[src/rtl/ap_fifo_rd_bridge_pkg.sv]
// Shared constants for the HLS ap_fifo -> Xillybus read bridge.
//   DEFAULT_DATA_W : default stream word width
//   DEFAULT_DEPTH  : default buffer depth (power of two, >= 2)
//   level_w()      : width of a word counter that can hold 0..depth
package ap_fifo_rd_bridge_pkg;

  localparam int DEFAULT_DATA_W = 32;
  localparam int DEFAULT_DEPTH  = 16;

  function automatic int level_w(input int depth);
    return $clog2(depth) + 1;
  endfunction

endpackage

[src/rtl/ap_fifo_rd_bridge_if.sv]
// Stream bundle between the HLS core (ap_fifo write side) and the
// Xillybus-style consumer (read side).
// Handshake: a word moves on the write side on a clock edge where
// out_V_V_write=1 and out_V_V_full_n=1; a read is taken on an edge where
// user_r_rden=1 and user_r_empty=0, and user_r_data carries that word
// after the edge.
//   master : environment side (HLS core + consumer), drives strobes/data
//   slave  : bridge side, drives flow control, read data and eof
interface ap_fifo_rd_bridge_if
  import ap_fifo_rd_bridge_pkg::*;
#(
  parameter int DATA_W = DEFAULT_DATA_W
);

  logic [DATA_W-1:0] out_V_V_din;
  logic              out_V_V_write;
  logic              out_V_V_full_n;
  logic              ap_done;
  logic              user_r_rden;
  logic              user_r_empty;
  logic [DATA_W-1:0] user_r_data;
  logic              user_r_eof;
  logic              user_r_open;

  modport master (
    output out_V_V_din, out_V_V_write, ap_done, user_r_rden, user_r_open,
    input  out_V_V_full_n, user_r_empty, user_r_data, user_r_eof
  );

  modport slave (
    input  out_V_V_din, out_V_V_write, ap_done, user_r_rden, user_r_open,
    output out_V_V_full_n, user_r_empty, user_r_data, user_r_eof
  );

endinterface

[src/rtl/ap_fifo_rd_bridge_eof.sv]
// End-of-file tracking: latches the HLS ap_done pulse and raises eof once
// the buffer has drained after it.
//   ap_clk, ap_rst_n : clock, async active-low reset
//   open             : consumer has the device file open
//   ap_done          : one-cycle end-of-stream pulse
//   buf_empty        : buffer word count is zero
//   eof              : registered end-of-file flag
//   done_latched     : current done latch (observability)
module ap_fifo_rd_bridge_eof (
  input  logic ap_clk,
  input  logic ap_rst_n,
  input  logic open,
  input  logic ap_done,
  input  logic buf_empty,
  output logic eof,
  output logic done_latched
);

  always_ff @(posedge ap_clk or negedge ap_rst_n) begin
    if (!ap_rst_n) begin
      done_latched <= 1'b0;
      eof          <= 1'b0;
    end else if (!open) begin
      done_latched <= 1'b0;
      eof          <= 1'b0;
    end else begin
      if (ap_done) done_latched <= 1'b1;
      // Uses the pre-edge latch, so words written after ap_done must drain
      // before eof can rise.
      eof <= done_latched && buf_empty;
    end
  end

endmodule

[src/rtl/ap_fifo_rd_bridge.sv]
// Circular buffer bridging an HLS ap_fifo output to a Xillybus-style read
// FIFO port, with end-of-file signalling and sticky error flags.
//   ap_clk, ap_rst_n : single clock, async active-low reset
//   bus              : stream bundle (slave side)
//   level            : current word count
//   err_ovf          : sticky, write attempted while full
//   err_udf          : sticky, read attempted while empty
// While the consumer has the file closed, the buffer is held empty and
// writes are swallowed so the HLS core never stalls.
module ap_fifo_rd_bridge
  import ap_fifo_rd_bridge_pkg::*;
#(
  parameter int DATA_W = DEFAULT_DATA_W,
  parameter int DEPTH  = DEFAULT_DEPTH
) (
  input  logic                        ap_clk,
  input  logic                        ap_rst_n,
  ap_fifo_rd_bridge_if.slave          bus,
  output logic [level_w(DEPTH)-1:0]   level,
  output logic                        err_ovf,
  output logic                        err_udf
);

  localparam int PTR_W = $clog2(DEPTH);
  localparam int LVL_W = level_w(DEPTH);
  localparam logic [LVL_W-1:0] FULL_CNT = LVL_W'(DEPTH);

  logic [DATA_W-1:0] mem [DEPTH];
  logic [PTR_W-1:0]  wr_ptr;
  logic [PTR_W-1:0]  rd_ptr;
  logic [LVL_W-1:0]  count;
  logic [DATA_W-1:0] rd_data;
  logic              is_full;
  logic              is_empty;
  logic              wr_acc;
  logic              wr_store;
  logic              rd_acc;
  logic              done_latched;

  assign is_full  = (count == FULL_CNT);
  assign is_empty = (count == '0);

  assign bus.out_V_V_full_n = !is_full || !bus.user_r_open;
  assign bus.user_r_empty   = is_empty;
  assign bus.user_r_data    = rd_data;
  assign level              = count;

  // Accepted writes only land in storage while the file is open.
  assign wr_acc   = bus.out_V_V_write && bus.out_V_V_full_n;
  assign wr_store = wr_acc && bus.user_r_open;
  assign rd_acc   = bus.user_r_rden && !is_empty && bus.user_r_open;

  always_ff @(posedge ap_clk or negedge ap_rst_n) begin
    if (!ap_rst_n) begin
      wr_ptr  <= '0;
      rd_ptr  <= '0;
      count   <= '0;
      err_ovf <= 1'b0;
      err_udf <= 1'b0;
    end else if (!bus.user_r_open) begin
      wr_ptr  <= '0;
      rd_ptr  <= '0;
      count   <= '0;
      err_ovf <= 1'b0;
      err_udf <= 1'b0;
    end else begin
      // Pointer width is exactly log2(DEPTH), so wrap is free.
      if (wr_store) wr_ptr <= wr_ptr + PTR_W'(1);
      if (rd_acc)   rd_ptr <= rd_ptr + PTR_W'(1);
      case ({wr_store, rd_acc})
        2'b10:   count <= count + LVL_W'(1);
        2'b01:   count <= count - LVL_W'(1);
        default: count <= count;
      endcase
      if (bus.out_V_V_write && !bus.out_V_V_full_n) err_ovf <= 1'b1;
      if (bus.user_r_rden && is_empty)              err_udf <= 1'b1;
    end
  end

  // Storage has no reset; only slots between rd_ptr and wr_ptr are ever read.
  always_ff @(posedge ap_clk) begin
    if (wr_store) mem[wr_ptr] <= bus.out_V_V_din;
  end

  always_ff @(posedge ap_clk or negedge ap_rst_n) begin
    if (!ap_rst_n)   rd_data <= '0;
    else if (rd_acc) rd_data <= mem[rd_ptr];
  end

  ap_fifo_rd_bridge_eof u_eof (
    .ap_clk       (ap_clk),
    .ap_rst_n     (ap_rst_n),
    .open         (bus.user_r_open),
    .ap_done      (bus.ap_done),
    .buf_empty    (is_empty),
    .eof          (bus.user_r_eof),
    .done_latched (done_latched)
  );

endmodule

[src/flat_wrapper.sv]
// flat-port wrapper written by rule: the top's interface ports become plain ports
module ap_fifo_rd_bridge_flat import ap_fifo_rd_bridge_pkg::*;
#(
  parameter int DATA_W = DEFAULT_DATA_W,
  parameter int DEPTH  = DEFAULT_DEPTH
)
  (ap_clk, ap_rst_n, level, err_ovf, err_udf, bus_out_V_V_din, bus_out_V_V_write, bus_ap_done, bus_user_r_rden, bus_user_r_open, bus_out_V_V_full_n, bus_user_r_empty, bus_user_r_data, bus_user_r_eof);
  ap_fifo_rd_bridge_if #(.DATA_W(DATA_W)) bus_i ();
  input  logic ap_clk;
  input  logic ap_rst_n;
  output logic [level_w(DEPTH)-1:0] level;
  output logic err_ovf;
  output logic err_udf;
  input wire logic [$bits(bus_i.out_V_V_din)-1:0] bus_out_V_V_din;
  input wire logic [$bits(bus_i.out_V_V_write)-1:0] bus_out_V_V_write;
  input wire logic [$bits(bus_i.ap_done)-1:0] bus_ap_done;
  input wire logic [$bits(bus_i.user_r_rden)-1:0] bus_user_r_rden;
  input wire logic [$bits(bus_i.user_r_open)-1:0] bus_user_r_open;
  output wire logic [$bits(bus_i.out_V_V_full_n)-1:0] bus_out_V_V_full_n;
  output wire logic [$bits(bus_i.user_r_empty)-1:0] bus_user_r_empty;
  output wire logic [$bits(bus_i.user_r_data)-1:0] bus_user_r_data;
  output wire logic [$bits(bus_i.user_r_eof)-1:0] bus_user_r_eof;
  assign bus_i.out_V_V_din = bus_out_V_V_din;
  assign bus_i.out_V_V_write = bus_out_V_V_write;
  assign bus_i.ap_done = bus_ap_done;
  assign bus_i.user_r_rden = bus_user_r_rden;
  assign bus_i.user_r_open = bus_user_r_open;
  assign bus_out_V_V_full_n = bus_i.out_V_V_full_n;
  assign bus_user_r_empty = bus_i.user_r_empty;
  assign bus_user_r_data = bus_i.user_r_data;
  assign bus_user_r_eof = bus_i.user_r_eof;
  ap_fifo_rd_bridge #(.DATA_W(DATA_W), .DEPTH(DEPTH)) u_core (.ap_clk(ap_clk), .ap_rst_n(ap_rst_n), .bus(bus_i), .level(level), .err_ovf(err_ovf), .err_udf(err_udf));
endmodule
[config.mk]
export PLATFORM = sky130hd
export DESIGN_NAME = ap_fifo_rd_bridge_flat
export DESIGN_NICKNAME = d
export VERILOG_FILES = /design/src/rtl/ap_fifo_rd_bridge_pkg.sv /design/src/rtl/ap_fifo_rd_bridge_if.sv /design/src/rtl/ap_fifo_rd_bridge_eof.sv /design/src/rtl/ap_fifo_rd_bridge.sv /design/src/flat_wrapper.sv
export SDC_FILE = /design/constraint.sdc
export NUM_CORES = 1
export LEC_CHECK = 0
export ABC_AREA = 1
export CAP_MARGIN = 20
export CORE_AREA = 2 2 300 302
export CTS_CLUSTER_DIAMETER = 100
export DETAILED_ROUTE_END_ITERATION = 6
export DIE_AREA = 0 0 302 304
export GPL_TIMING_DRIVEN = 0
export HOLD_SLACK_MARGIN = 0.05
export PLACE_DENSITY = 0.45
export SLEW_MARGIN = 0
export SYNTH_ARGS = -nofsm -noshare
export SYNTH_HDL_FRONTEND = slang
export SYNTH_HIERARCHICAL = 1
export SYNTH_SLANG_ARGS = --single-unit
[constraint.sdc]
create_clock -name ap_clk -period 4.2 [get_ports ap_clk]
set_input_delay 0.63 -clock ap_clk [delete_from_list [all_inputs] [get_ports ap_clk]]
set_output_delay 0.63 -clock ap_clk [all_outputs]
set_load 0.02 [all_outputs]
==> run summary <==
The flow ran to the end, and the final reports show no timing, DRC or antenna violations. For this run, the post-layout net count is ~1.9k. The starting density of the core is 0.247.

The proportion of synthesized flip-flops having asynchronous set or reset came out at 0.0873. The worst hold slack after final layout is about 75 ps. The share of the clock period used by the worst path after layout came out at 0.670. The average cell area after synthesis came out at 13.0 µm². The number of nets in the synthesized netlist is roughly 1.7k. The maximum number of buffers from clock root to sink came out at 3. The count of flip-flops with a built-in enable after synthesis is just over 500. The count of nets left with antenna violations once routing finished came out at 0.

The cell sitting at the root of the clock tree is a sky130_fd_sc_hd__clkbuf_16. The peak ir drop on the vdd network came out at 0.317 mV. The worst endpoint data arrival time came out at 3140 ps. Setup repair after global routing left no endpoint under its margin. The worst hold path belongs to the class primary input to asynchronous set/reset pin.

The worst setup path is captured at a flip-flop. The final count of hold timing violations came to 0. The number of levels the H-tree was split into is 2. The critical path's top delay family is buffers and inverters. The area of the mapped netlist came out at about 22000 µm². The length of the first detailed-routing pass in iterations is 6.

The time the final worst path needs with I/O delays and setup is approximately 2800 ps. The initial antenna violation count is 1. The worst register-to-register path has a depth of 7.

Summed over all layers, the routed wires come to around 74000 µm. The share of final-layout standard cells stronger than drive strength 1 came out at 0.104. TritonCTS built the clock tree.

The largest fanout of any net on the critical path is 18. The transition time of the tightest slew-check pin came out at between 1000 and 1500 ps. The worst clock skew is around 28 ps. The flip-flop and latch count after synthesis is 561. The number of setup buffers added after CTS is 0.

Timing would allow up to roughly 360 MHz. The detailed placer's ending HPWL is between 40000 and 50000 µm. The total CTS buffers came out at 60. The die is slightly above 300 µm tall.

The total non-filler cell area in the finished layout is 26800 µm². The residual overflow from global routing is 0. The growth of design area from synthesis to finish is 21.9%. The register area share after synthesis came out at 0.754. On the critical path, the stage with the largest delay is an instance of sky130_fd_sc_hd__nor2_4. The die covers between 90000 and 100000 µm². The most frequently used flop master after synthesis is sky130_fd_sc_hd__edfxtp_1. Entering global routing, the biggest net connects 50 pins. The delay of the slowest critical-path stage came out at 770 ps. The number of port buffers came out at just under 80. The post-cts repair resize count is 0. In this run, distinct cell masters in the synthesized netlist total 33. 80 I/O pins were placed. The remaining routing DRC violations is 0.

The sum of buffers and inverters on the critical path came out at 4. The global-route wire length before repair came out at 104000 µm. The average wire per cell in the routed design came out at 23.8 µm. The clock insertion delay at the later pin of the skew report came out at roughly 650 ps. The worst setup path is launched from a primary input. Across every metal layer, demand over resource in global routing totals 0.157. The initial detailed-routing violation count came out at 1352. The worst setup path is of the primary input to flip-flop kind. The congestion estimate from routability-driven global placement came to 0.765. The analysis attributes to cell leakage a power of ~0.0089 µW.

The die span in x is between 300 and 400 µm. Setup violations remaining at the end of the flow were counted as 0. The signal on the critical path passes through clkdlybuf4s50_1 -> buf_2 -> clkbuf_1 -> nand3_1 -> nor2_4 -> buf_16. Clock tree synthesis found a total of approximately 560 sinks. In this run the tightest slew margin relative to its limit is 0.293. For the worst setup path, the data required time is 4530 ps. The instance area after placement came out at about 25000 µm². Counting buffers and inverters, the worst setup path is 6 cells deep.

The power per unit of standard cell area is ~600 nW/µm². The placeable core area came out at ~90000 µm². The final count of pins violating max slew is 0. The via count of the routed design came out at ~15k.

The cell count after synthesis is 1699. The via count of the first global-routing pass is approximately 15k. The cts-stage hold buffer count is 0. After clock tree synthesis, the clock-pin slew on the worst setup and hold paths is around 60 ps.

The ratio of routed vias to standard cells came out at about 4.8. The site row count is 110. Across the run, the number of max-cap violations was 0. For this run, the number of Yosys warnings is 6.
## worst paths after layout
path	slack, ps	endpoint	start
max	1390	u_core/mem[13][8]	bus_user_r_open
min	70	u_core/bus.user_r_data[11]	ap_rst_n
max reg2reg	1510	u_core/bus.user_r_data[29]	u_core/rd_ptr[2]
min reg2reg	480	u_core/bus.user_r_data[3]	u_core/bus.user_r_data[3]
max in group asynchronous	3570	u_core/bus.user_r_data[24]	ap_rst_n
min in group ap_clk	480	u_core/bus.user_r_data[3]	u_core/bus.user_r_data[3]
## state kept, by name, summed over array words and instances, names as in the netlist
name and cells:
u_core/u_eof/eof 1, u_core/rd_ptr 4, u_core/bus.user_r_data 32, u_core/wr_ptr 4
u_core/u_eof/done_latched 1, u_core/mem 512, u_core/err_udf 1, u_core/err_ovf 1
u_core/level 5
## routing by layer
metal  track usage  routed length, µm
met1         0.219              32700
met2         0.250              34300
met3        0.0324               5310
met4        0.0413               1540
met5             0                  0
## cells in the final DEF, fill, tap and decap left out, drive strengths merged, types with 3 or more instances in the layout
| cell | instances |
|---|---|
| clkbuf | 146 |
| inv | 28 |
| nand3 | 19 |
| clkinv | 20 |
| nor2 | 322 |
| ha | 7 |
| o21ai | 321 |
| o31ai | 3 |
| nand2 | 145 |
| nor3 | 6 |
| clkdlybuf4s50 | 78 |
| a21oi | 16 |
| mux2i | 6 |
| edfxtp | 512 |
| o22ai | 152 |
| buf | 85 |
| dfrtp | 49 |
## Yosys cell counts, drive strengths merged, types with 3 or more instances
cell type  instances  area share
mux2i              6      0.0027
ha                 7      0.0040
dfrtp             49       0.056
inv               26      0.0045
nand2            145       0.025
clkbuf            58       0.010
o31ai              3      0.0015
edfxtp           512        0.70
nor2             322       0.056
nor3               6      0.0014
a21oi             16      0.0036
buf               52       0.014
o22ai            152       0.043
o21ai            321       0.073
nand3             19      0.0045
## metrics by stage
stage / util / setup slack [ps] / std cells / TNS, ps / total power, µW
6_report: 0.301 / 1390 / 3101 / 0 / 16100
4_1_cts: 0.301 / 1350 / 3100 / 0 / 16200
3_3_place_gp: 0.273 / -4180 / 2954 / -1012620 / 11000
2_1_floorplan: - / 367 / 1699 / 0 / 9060
5_1_grt: 0.301 / 1230 / 3100 / 0 / 16800
3_5_place_dp: 0.280 / 735 / 2986 / 0 / 11100
## worst reg2reg max path: cells and delay by family (launching register included)
family	cells	cell delay [ps]
buffers and inverters	3	1570
AND/OR/NAND/NOR	3	380
AO/OA/AOI/OAI	1	360
flip-flops	1	330
## area by class of cell
class                           count  area [µm²]
Antenna cell                        1        2.50
Sequential cell                   561       16600
Tap cell                         1176        1470
Multi-Input combinational cell   1002        4880
Clock inverter                     26         214
Buffer                            110         541
Inverter                           26         100
Clock buffer                       88        1680
Timing Repair Buffer              111        1340
Fill cell                        8914       62200
## cell families after synthesis
family / synth area share
flops: 0.754
simple gates: 0.0875
compound gates: 0.122
buf+inv: 0.0291
fa+ha+maj: 0.00398
mux: 0.00273
xor+xnor: 0.000796
## power breakdown
part	switching [µW]	total (µW)	internal (µW)	leakage, µW
Clock	2220	5120	2900	0.000931
Sequential	158	6500	6350	0.00524
Combinational	3120	4500	1390	0.00275
Power figures use the tool's default switching activity.
